<file path="config.mk">
export PLATFORM = sky130hd
export DESIGN_NAME = data_memory_ctrl_flat
export DESIGN_NICKNAME = d
export VERILOG_FILES = /design/src/rtl/data_memory_pkg.sv /design/src/rtl/data_memory_ctrl_if.sv /design/src/rtl/data_memory_array.sv /design/src/rtl/data_memory_ctrl.sv /design/src/flat_wrapper.sv
export SDC_FILE = /design/constraint.sdc
export NUM_CORES = 1
export LEC_CHECK = 0
export CORE_ASPECT_RATIO = 1.5
export CORE_MARGIN = 5
export CORE_UTILIZATION = 45
export CTS_BUF_LIST = sky130_fd_sc_hd__clkbuf_8
export CTS_CLUSTER_DIAMETER = 50
export CTS_CLUSTER_SIZE = 14
export DETAILED_ROUTE_END_ITERATION = 10
export SYNTH_ARGS = -nofsm -noshare
export SYNTH_HDL_FRONTEND = slang
export SYNTH_SLANG_ARGS = --single-unit
export TNS_END_PERCENT = 100
</file>
<file path="constraint.sdc">
create_clock -name clock -period 3.2 [get_ports clock]
set_clock_uncertainty 0.1 [all_clocks]
set_input_delay 0.64 -clock clock [delete_from_list [all_inputs] [get_ports clock]]
set_output_delay 0.64 -clock clock [all_outputs]
set_load 0.02 [all_outputs]
</file>
<file path="src/rtl/data_memory_pkg.sv">
// Shared types and sizing helpers for the wait-stated data memory controller.
package data_memory_pkg;

  typedef enum logic [1:0] {
    IDLE = 2'd0,
    BUSY = 2'd1,
    RESP = 2'd2
  } state_t;

  localparam int ADDR_W = 32;
  // Wide enough for the largest supported WAIT_STATES value (15).
  localparam int CNT_W  = 4;

  function automatic int byte_cnt(input int data_w);
    return data_w / 8;
  endfunction

  function automatic int off_w(input int data_w);
    return $clog2(data_w / 8);
  endfunction

  function automatic int idx_w(input int depth);
    return $clog2(depth);
  endfunction

endpackage

</file>
<file path="src/rtl/data_memory_ctrl_if.sv">
// Request/response bus between a requester (master) and the memory controller (slave).
interface data_memory_ctrl_if #(
  parameter int DATA_W = 32
);
  logic                  req_valid;
  logic                  req_ready;
  logic                  req_write;
  logic [31:0]           req_addr;
  logic [DATA_W-1:0]     req_wdata;
  logic [DATA_W/8-1:0]   req_be;
  logic                  rsp_valid;
  logic                  rsp_ready;
  logic [DATA_W-1:0]     rsp_rdata;
  logic                  rsp_error;

  modport master (
    output req_valid, req_write, req_addr, req_wdata, req_be, rsp_ready,
    input  req_ready, rsp_valid, rsp_rdata, rsp_error
  );

  modport slave (
    input  req_valid, req_write, req_addr, req_wdata, req_be, rsp_ready,
    output req_ready, rsp_valid, rsp_rdata, rsp_error
  );
endinterface

</file>
<file path="src/rtl/data_memory_array.sv">
// Word-organised storage with per-byte write enables, combinational read and async clear.
module data_memory_array #(
  parameter int DATA_W = 32,
  parameter int DEPTH  = 32
) (
  input  logic                       clock,
  input  logic                       reset,
  input  logic                       we,
  input  logic [DATA_W/8-1:0]        be,
  input  logic [$clog2(DEPTH)-1:0]   idx,
  input  logic [DATA_W-1:0]          wdata,
  output logic [DATA_W-1:0]          rdata
);

  localparam int BYTES = DATA_W / 8;

  logic [DATA_W-1:0] mem [DEPTH];

  always_ff @(posedge clock or negedge reset) begin
    if (!reset) begin
      for (int i = 0; i < DEPTH; i++) begin
        mem[i] <= '0;
      end
    end else if (we) begin
      for (int b = 0; b < BYTES; b++) begin
        if (be[b]) begin
          mem[idx][8*b +: 8] <= wdata[8*b +: 8];
        end
      end
    end
  end

  assign rdata = mem[idx];

endmodule

</file>
<file path="src/rtl/data_memory_ctrl.sv">
// Single-outstanding memory controller: accept, wait WAIT_STATES cycles, then respond.
//
// state | meaning
// IDLE  | ready for a request (req_ready=1)
// BUSY  | legal access in progress, wait counter running down
// RESP  | response presented until rsp_ready
module data_memory_ctrl
  import data_memory_pkg::*;
#(
  parameter int DATA_W      = 32,
  parameter int DEPTH       = 32,
  parameter int WAIT_STATES = 2
) (
  input  logic              clock,
  input  logic              reset,
  data_memory_ctrl_if.slave bus
);

  localparam int BYTES  = byte_cnt(DATA_W);
  localparam int OFF_W  = off_w(DATA_W);
  localparam int IDX_W  = idx_w(DEPTH);
  localparam int SPAN_W = IDX_W + OFF_W;
  localparam logic [ADDR_W-1:0] OFF_MASK = ADDR_W'(BYTES - 1);

  state_t              state_q, state_d;
  logic [CNT_W-1:0]    cnt_q, cnt_d;
  logic                write_q;
  logic [IDX_W-1:0]    idx_q;
  logic [DATA_W-1:0]   wdata_q;
  logic [BYTES-1:0]    be_q;
  logic [DATA_W-1:0]   rdata_q;
  logic                error_q;
  logic [DATA_W-1:0]   mem_rdata;

  logic accept;
  logic fault_in;
  logic commit;

  assign accept   = bus.req_valid && (state_q == IDLE);
  // Misaligned, or any address bit above the array span set.
  assign fault_in = ((bus.req_addr & OFF_MASK) != '0) || ((bus.req_addr >> SPAN_W) != '0);
  assign commit   = (state_q == BUSY) && (cnt_q == '0);

  always_comb begin
    state_d = state_q;
    cnt_d   = cnt_q;
    case (state_q)
      IDLE: begin
        if (accept) begin
          if (fault_in) begin
            state_d = RESP;
          end else begin
            state_d = BUSY;
            cnt_d   = CNT_W'(WAIT_STATES);
          end
        end
      end
      BUSY: begin
        if (cnt_q == '0) begin
          state_d = RESP;
        end else begin
          cnt_d = cnt_q - CNT_W'(1);
        end
      end
      RESP: begin
        if (bus.rsp_ready) begin
          state_d = IDLE;
        end
      end
      default: state_d = IDLE;
    endcase
  end

  always_ff @(posedge clock or negedge reset) begin
    if (!reset) begin
      state_q <= IDLE;
      cnt_q   <= '0;
      write_q <= 1'b0;
      idx_q   <= '0;
      wdata_q <= '0;
      be_q    <= '0;
      rdata_q <= '0;
      error_q <= 1'b0;
    end else begin
      state_q <= state_d;
      cnt_q   <= cnt_d;
      if (accept) begin
        write_q <= bus.req_write;
        idx_q   <= IDX_W'(bus.req_addr >> OFF_W);
        wdata_q <= bus.req_wdata;
        be_q    <= bus.req_be;
        if (fault_in) begin
          rdata_q <= '0;
          error_q <= 1'b1;
        end
      end
      if (commit) begin
        rdata_q <= write_q ? '0 : mem_rdata;
        error_q <= 1'b0;
      end
    end
  end

  data_memory_array #(
    .DATA_W (DATA_W),
    .DEPTH  (DEPTH)
  ) u_array (
    .clock (clock),
    .reset (reset),
    .we    (commit && write_q),
    .be    (be_q),
    .idx   (idx_q),
    .wdata (wdata_q),
    .rdata (mem_rdata)
  );

  assign bus.req_ready = (state_q == IDLE);
  assign bus.rsp_valid = (state_q == RESP);
  assign bus.rsp_rdata = rdata_q;
  assign bus.rsp_error = error_q;

endmodule

</file>
<file path="src/flat_wrapper.sv">
// flat-port wrapper written by rule: the top's interface ports become plain ports
module data_memory_ctrl_flat import data_memory_pkg::*;
#(
  parameter int DATA_W      = 32,
  parameter int DEPTH       = 32,
  parameter int WAIT_STATES = 2
)
  (clock, reset, bus_req_valid, bus_req_write, bus_req_addr, bus_req_wdata, bus_req_be, bus_rsp_ready, bus_req_ready, bus_rsp_valid, bus_rsp_rdata, bus_rsp_error);
  data_memory_ctrl_if #(.DATA_W(DATA_W)) bus_i ();
  input  logic clock;
  input  logic reset;
  input wire logic [$bits(bus_i.req_valid)-1:0] bus_req_valid;
  input wire logic [$bits(bus_i.req_write)-1:0] bus_req_write;
  input wire logic [$bits(bus_i.req_addr)-1:0] bus_req_addr;
  input wire logic [$bits(bus_i.req_wdata)-1:0] bus_req_wdata;
  input wire logic [$bits(bus_i.req_be)-1:0] bus_req_be;
  input wire logic [$bits(bus_i.rsp_ready)-1:0] bus_rsp_ready;
  output wire logic [$bits(bus_i.req_ready)-1:0] bus_req_ready;
  output wire logic [$bits(bus_i.rsp_valid)-1:0] bus_rsp_valid;
  output wire logic [$bits(bus_i.rsp_rdata)-1:0] bus_rsp_rdata;
  output wire logic [$bits(bus_i.rsp_error)-1:0] bus_rsp_error;
  assign bus_i.req_valid = bus_req_valid;
  assign bus_i.req_write = bus_req_write;
  assign bus_i.req_addr = bus_req_addr;
  assign bus_i.req_wdata = bus_req_wdata;
  assign bus_i.req_be = bus_req_be;
  assign bus_i.rsp_ready = bus_rsp_ready;
  assign bus_req_ready = bus_i.req_ready;
  assign bus_rsp_valid = bus_i.rsp_valid;
  assign bus_rsp_rdata = bus_i.rsp_rdata;
  assign bus_rsp_error = bus_i.rsp_error;
  data_memory_ctrl #(.DATA_W(DATA_W), .DEPTH(DEPTH), .WAIT_STATES(WAIT_STATES)) u_core (.clock(clock), .reset(reset), .bus(bus_i));
endmodule
</file>
Yosys cells after proc, flatten, opt, wreduce, memory -nomap -nowiden
Index checks and enable logic that the tools add are counted.
Storage, ports and cells
  register bits: 1105
  input port bits: 73
  output and inout port bits: 35
  logic and storage cells: 104
Cells by class
  add/sub/neg operators: 1
  magnitude comparators: 2
  equality and inequality tests: 7
  multiplexer cells: 38
  bitwise operators: 1
  reduce and logical (&&, ||, !) cells: 15
Operators with widths (number)
  1024-bit two-way mux: 7
  1024-bit bitwise mux: 4
  32-bit demux with 5-bit select: 4
  32-bit two-way mux: 7
  32-bit binary-select mux with 5-bit select: 1
  32-bit nonzero test: 2
  24-bit two-way mux: 1
  16-bit two-way mux: 1
  4-bit two-way mux: 3
  2-bit two-way mux: 4
  8-bit two-way mux: 1
  2-bit inequality test, second input constant: 4
  4-bit one-hot mux with 2 select lines: 1
  6-bit >= comparator, second input constant: 1
  6-bit by 1-bit less-than comparator with 1-bit output, second input constant: 1
  5-bit NOT with 6-bit output: 1
  2-bit one-hot mux with 3 select lines: 1
  2-bit nonzero test: 3
  1-bit logical AND: 4
  4-bit zero test: 1
  4-bit AND reduction: 1
  4-bit by 1-bit subtractor with 4-bit output, second input constant: 1
  1-bit two-way mux: 3
  3-bit AND reduction: 1
  6 further kinds: 6

Logic depth before layout (Yosys ltp)
  depth after elaboration: 16
  depth in mapped cells: 9
  depth with buffers taken out: 7

By module
A second synthesis with hierarchy kept.
Second synthesis, totals
  cell total of the unflattened synthesis: 3642
  area, all modules: 50853.8 um2
Modules (own cells, without submodules)
  data_memory_array: times used 1, cells each 3340, area an instance 47600.7 um2, sequential area each 25624.6 um2
  data_memory_ctrl: times used 1, cells each 302, area an instance 3253.1 um2, sequential area each 2026.9 um2

Worst setup path after synthesis
No wires, ideal clock.
  kind: reg2reg
  start: register u_core.cnt_q[0]
  end: register u_core.u_array.mem[728] in the netlist's numbering
  library setup time: 0.125 ns
  data arrival time: 2.192 ns
  required time: 2.975 ns
  path slack: 0.784 ns
  stages on the path, launching flop included: 10
  buffers on the path: 2
  clock period less this slack: 2.416 ns
  cells stage by stage: dfrtp_1 -> inv_1 -> ha_1 -> nor3b_2 -> and3_1 -> buf_4 -> nand2_4 -> buf_4 -> nor2_2 -> mux2_2
On the way
  word-level cells in the longest chain between the ends: 3
Ends and longest elaborated chain
  start, declared: line data_memory_ctrl.sv:26  | logic [CNT_W-1:0] cnt_q, cnt_d;
  start signal, assigned: line data_memory_ctrl.sv:86  | cnt_q <= cnt_d;
  4-bit zero test: line data_memory_ctrl.sv:42  | assign commit = (state_q == BUSY) && (cnt_q == '0);
  1-bit logical AND: line data_memory_ctrl.sv:42
  1-bit logical AND: line data_memory_ctrl.sv:110  | .we (commit && write_q),
  end signal, assigned by index: line data_memory_array.sv:27  | mem[idx][8*b +: 8] <= wdata[8*b +: 8];
  end, declared: line data_memory_array.sv:17  | logic [DATA_W-1:0] mem [DEPTH];
Every way passes these cells.
A chain may end at the register's enable or synchronous reset.

Worst setup path after layout
  start: register u_core.idx_q[0]
  end: register u_core.u_array.mem[580] in the netlist's numbering
On the way
  word-level cells in the longest chain between the ends: 16
  elaborated cells on any way between the ends: 20
  those cells by class: order compare: 2; mux: 16; bitwise: 1; reduce/logical: 1
Ends and longest elaborated chain
  start, declared: line data_memory_ctrl.sv:28  | logic [IDX_W-1:0] idx_q;
  start signal, assigned: line data_memory_ctrl.sv:89  | idx_q <= IDX_W'(bus.req_addr >> OFF_W);
  5-bit NOT with 6-bit output (not written as such) *: line data_memory_array.sv:27
  6-bit >= comparator (not written as such) / 6-bit by 1-bit less-than comparator with 1-bit output (equally long branches): line data_memory_array.sv:27
  1-bit logical AND (not written as such): line data_memory_array.sv:27
  8-bit two-way mux (not written as such): line data_memory_array.sv:27
  32-bit demux with 5-bit select: line data_memory_array.sv:27
  1024-bit bitwise mux: line data_memory_array.sv:27
  1024-bit two-way mux: line data_memory_array.sv:26  | if (be[b]) begin
  1024-bit two-way mux: line data_memory_array.sv:24  | end else if (we) begin
  1024-bit bitwise mux: line data_memory_array.sv:27
  1024-bit two-way mux: line data_memory_array.sv:26
  1024-bit two-way mux: line data_memory_array.sv:24
  1024-bit bitwise mux: line data_memory_array.sv:27
  1024-bit two-way mux: line data_memory_array.sv:26
  1024-bit two-way mux: line data_memory_array.sv:24
  1024-bit bitwise mux: line data_memory_array.sv:27
  1024-bit two-way mux *: line data_memory_array.sv:26
Every way passes the cells marked *; elsewhere a longest branch is shown, timed or not. The select of a mux whose other input is x is not followed.

==> results_dict.tcl <==
set metrics [dict create \
    status "completed" \
    clock_latency_ns 0.80 \
    ant_nets 0 \
    gp_congestion 0.835 \
    crit_family "simple AND/OR/NAND/NOR gates" \
    die_area_mm2 0.118 \
    drt-wirelength-per-cell_um 28.0 \
    crit_buf_inv 0 \
    post-route-drc-count 0 \
    p_clk_share_pct 30.3 \
    max_cap_viol_count 0 \
    root_buffer "clkbuf_8" \
    synth-edff-count 0 \
    hold_ws_ns 0.265 \
    period_needed_ns 2.97 \
    hold_viol_final 0 \
    synth_cell_types 40 \
    place.port_buffers 107 \
    clock-sinks 1105 \
    criticalPathCategory "flop to flop" \
    tightest_slew_ns 1.30 \
    p_int_mw 19.5 \
    first_global_vias 32800 \
    switching_power_mw 8.88 \
    via_count 31000 \
    stdcell_area_mm2 0.0561 \
    setup-tns-final_ns 0 \
    dpl_cell_area_mm2 0.0542 \
    critPathRequiredTime_ns 3.77 \
    path_cells "nor2b_1 > nand2_1 > nor2_4 > mux2_2" \
    crit_arrival_ns 3.55 \
    gr-total-overflow 0 \
    p_seq_share_pct 51.1 \
    io_pins 108 \
    synth_cells 3647 \
    final_cells 5299 \
    yosysWarnings 0 \
    relSlewSlack_pct 13.5 \
    async_flop_share_pct 100 \
    fillers 9589 \
    clk_pin_slew_worst_paths_ns 0.09 \
    drt_iter0_drc 2211 \
    cp_max_fo 22 \
    min_path_type "primary input to flop" \
    rsz0062_at_grt "no" \
    peakVddDrop_mv 0.300 \
    setup_violations 0 \
    fin_nets 3896 \
    first_pass_iters 5 \
    finalCritPeriodShare_pct 92.9 \
    final_layout_size_suffix_gt1_share_pct 38.5 \
    die_w_um 282 \
    h-tree-depth 3 \
    dp_hpwl_mm 99.0 \
    combPwrFrac_pct 18.6 \
    ys.flop_type "dfrtp_1" \
    p_per_area_mw_per_mm2 506 \
    ctsResizeCount 0 \
    seq_area_frac_synth_pct 55.3 \
    p_leak_nw 26.8 \
    cts_tree "done" \
    cp_slowest_cell "nand2_1" \
    placed_cells 5155 \
    netlist_area_mm2 0.0500 \
    cts_inserted_buffers 98 \
    rows 149 \
    fp.dieH_um 418 \
    grt_util_all_layers_pct 25.1 \
    clockBufferDepth 3 \
    syn_to_final_growth_pct 12.1 \
    syn_area_per_cell_um2 13.7 \
    grt_pass1_wl_mm 223 \
    avgViaCountPerCell 5.85 \
    synth.net_count 3721 \
    postLayoutCoreUtil_pct 50.9 \
    grt_antenna_before_repair 1 \
    drt-total-wl_mm 149 \
    ys_ff_latch 1105 \
    end_kind "flop" \
    start_kind "flop" \
    max_stage_delay_ns 0.71 \
    swShare_pct 31.3 \
    maxSlewViolCount 0 \
    timing.fmax_mhz 337 \
    start_util_pct 45.4 \
    core_area_mm2 0.110 \
    grt_max_degree 89 \
]
-- state kept, by name, indices dropped and copies added (netlist names) --
name                  flops
u_core.state_q            2
u_core.write_q            1
u_core.be_q               4
u_core.wdata_q           32
u_core.cnt_q              4
u_core.idx_q              5
u_core.bus.rsp_rdata     32
u_core.u_array.mem     1024
u_core.bus.rsp_error      1
-- repair_timing --
item / in CTS / in global routing
hold endpoints to repair: 32 / 0
endpoints found under the setup margin: 0 / 0
setup buffers: 0 / 0
hold buffers: 1 / 0
-- worst reg2reg max path: cells and delay by family, from the launching register on --
family,cells,cell delay (ns)
muxes,1,0.39
and+or+nand+nor,3,1.68
DFF,1,0.69
-- layout make-up --
class	instances	area (um2)	area share, %
clock inverters	32	373	0.665
repair buffers	330	3340	5.96
well taps	1434	1790	3.20
flip-flops and latches	1105	27700	49.3
multi-input cells	2284	21400	38.1
inverters	3	11.3	0.0201
clock buffers	110	1510	2.70
diodes	1	2.50	0.00446
-- power by group through the flow --
stage          sequential (mW)  clock [mW]  combinational (mW)
2_1_floorplan             14.5           0                2.89
3_3_place_gp              14.8           0                5.26
3_5_place_dp              14.8           0                5.27
4_1_cts                   14.5        8.85                5.28
5_1_grt                   14.5        9.34                5.50
6_report                  14.5        8.61                5.28
-- cells in the mapped netlist, types with 2 or more instances --
cell	number	share of area, %
inv_1	3	0.023
mux2i_1	512	10
mux2_1	34	0.77
or4b_2	4	0.080
and3_1	6	0.075
nor2b_1	5	0.063
and3b_1	2	0.035
nand4b_1	4	0.070
or4_1	2	0.030
o22ai_1	256	3.2
buf_1	8	0.060
nand2_4	4	0.090
nor2_4	64	1.4
nor2_2	48	0.60
o21a_1	2	0.030
nand2_1	202	1.5
mux2_2	990	22
nand3_1	7	0.070
nor3b_2	3	0.075
dfrtp_1	1105	55
and2_1	5	0.063
nor4_1	70	0.88
buf_4	9	0.14
nand4_1	2	0.025
clkbuf_1	213	1.6
a22o_1	33	0.58
nor3_1	2	0.020
buf_2	24	0.24
a21oi_1	3	0.030
nand4bb_1	6	0.14
o21ai_0	2	0.020
nor2_1	9	0.068
-- metrics by stage --
step	worst slack, ns	power, mW
after floorplan	0.784	17.4
after global placement	0.315	20.0
after detailed placement	0.294	20.0
after CTS	0.173	28.6
after global routing	0.125	29.4
final	0.229	28.4
-- layer usage --
layer	vias up	GRT usage, %	routed length (um)
li1	13600	-	-
met1	16500	33.7	63800
met2	711	43.0	74400
met3	184	3.01	6110
met4	0	7.43	4320
met5	-	0	0
-- kinds of logic (layout without fill, tap and decap cells) --
kind of cell | count (synthesis) | count (layout) | share of synthesized area [%]
compound gates | 299 | 299 | 3.91
flops | 1105 | 1105 | 55.3
simple gates | 448 | 448 | 5.38
other cells | 0 | 1 | 0
mux | 1536 | 1536 | 33.3
fa+ha+maj | 1 | 1 | 0.0250
buf+inv | 258 | 475 | 2.08
-- layout by cell type, fill, tap and decap left out, types with 4 or more instances in the layout --
cell / count
buf_12: 47
inv_1: 9
dfrtp_1: 1104
mux2_1: 34
bufinv_16: 7
clkinvlp_4: 6
nor2b_1: 5
inv_6: 4
buf_4: 175
nand3_1: 7
clkbuf_8: 110
mux2_2: 990
clkinv_2: 5
a22o_1: 33
nand2_4: 5
nor2_4: 65
nand4bb_2: 6
and3_1: 6
o22ai_1: 256
nand2_1: 201
or4b_2: 4
and2_1: 4
nand4b_1: 4
nor4_1: 70
clkdlybuf4s50_1: 106
clkinv_4: 4
nor2_2: 48
nor2_1: 8
mux2i_1: 512
-- final timing paths --
check	start	to	cells past startpoint	slack (ns)
worst max-delay path	u_core.idx_q[0]	u_core.u_array.mem[580]	4	0.23
worst min-delay path	bus_req_be[1]	u_core.be_q[1]	3	0.26
worst max register to register	u_core.idx_q[0]	u_core.u_array.mem[580]	4	0.23
worst min register to register	u_core.wdata_q[25]	u_core.wdata_q[25]	2	0.38
max in group asynchronous	reset	u_core.u_array.mem[78]	3	1.69
min in group asynchronous	reset	u_core.u_array.mem[798]	2	0.30
(Power assumes the default switching activity.)
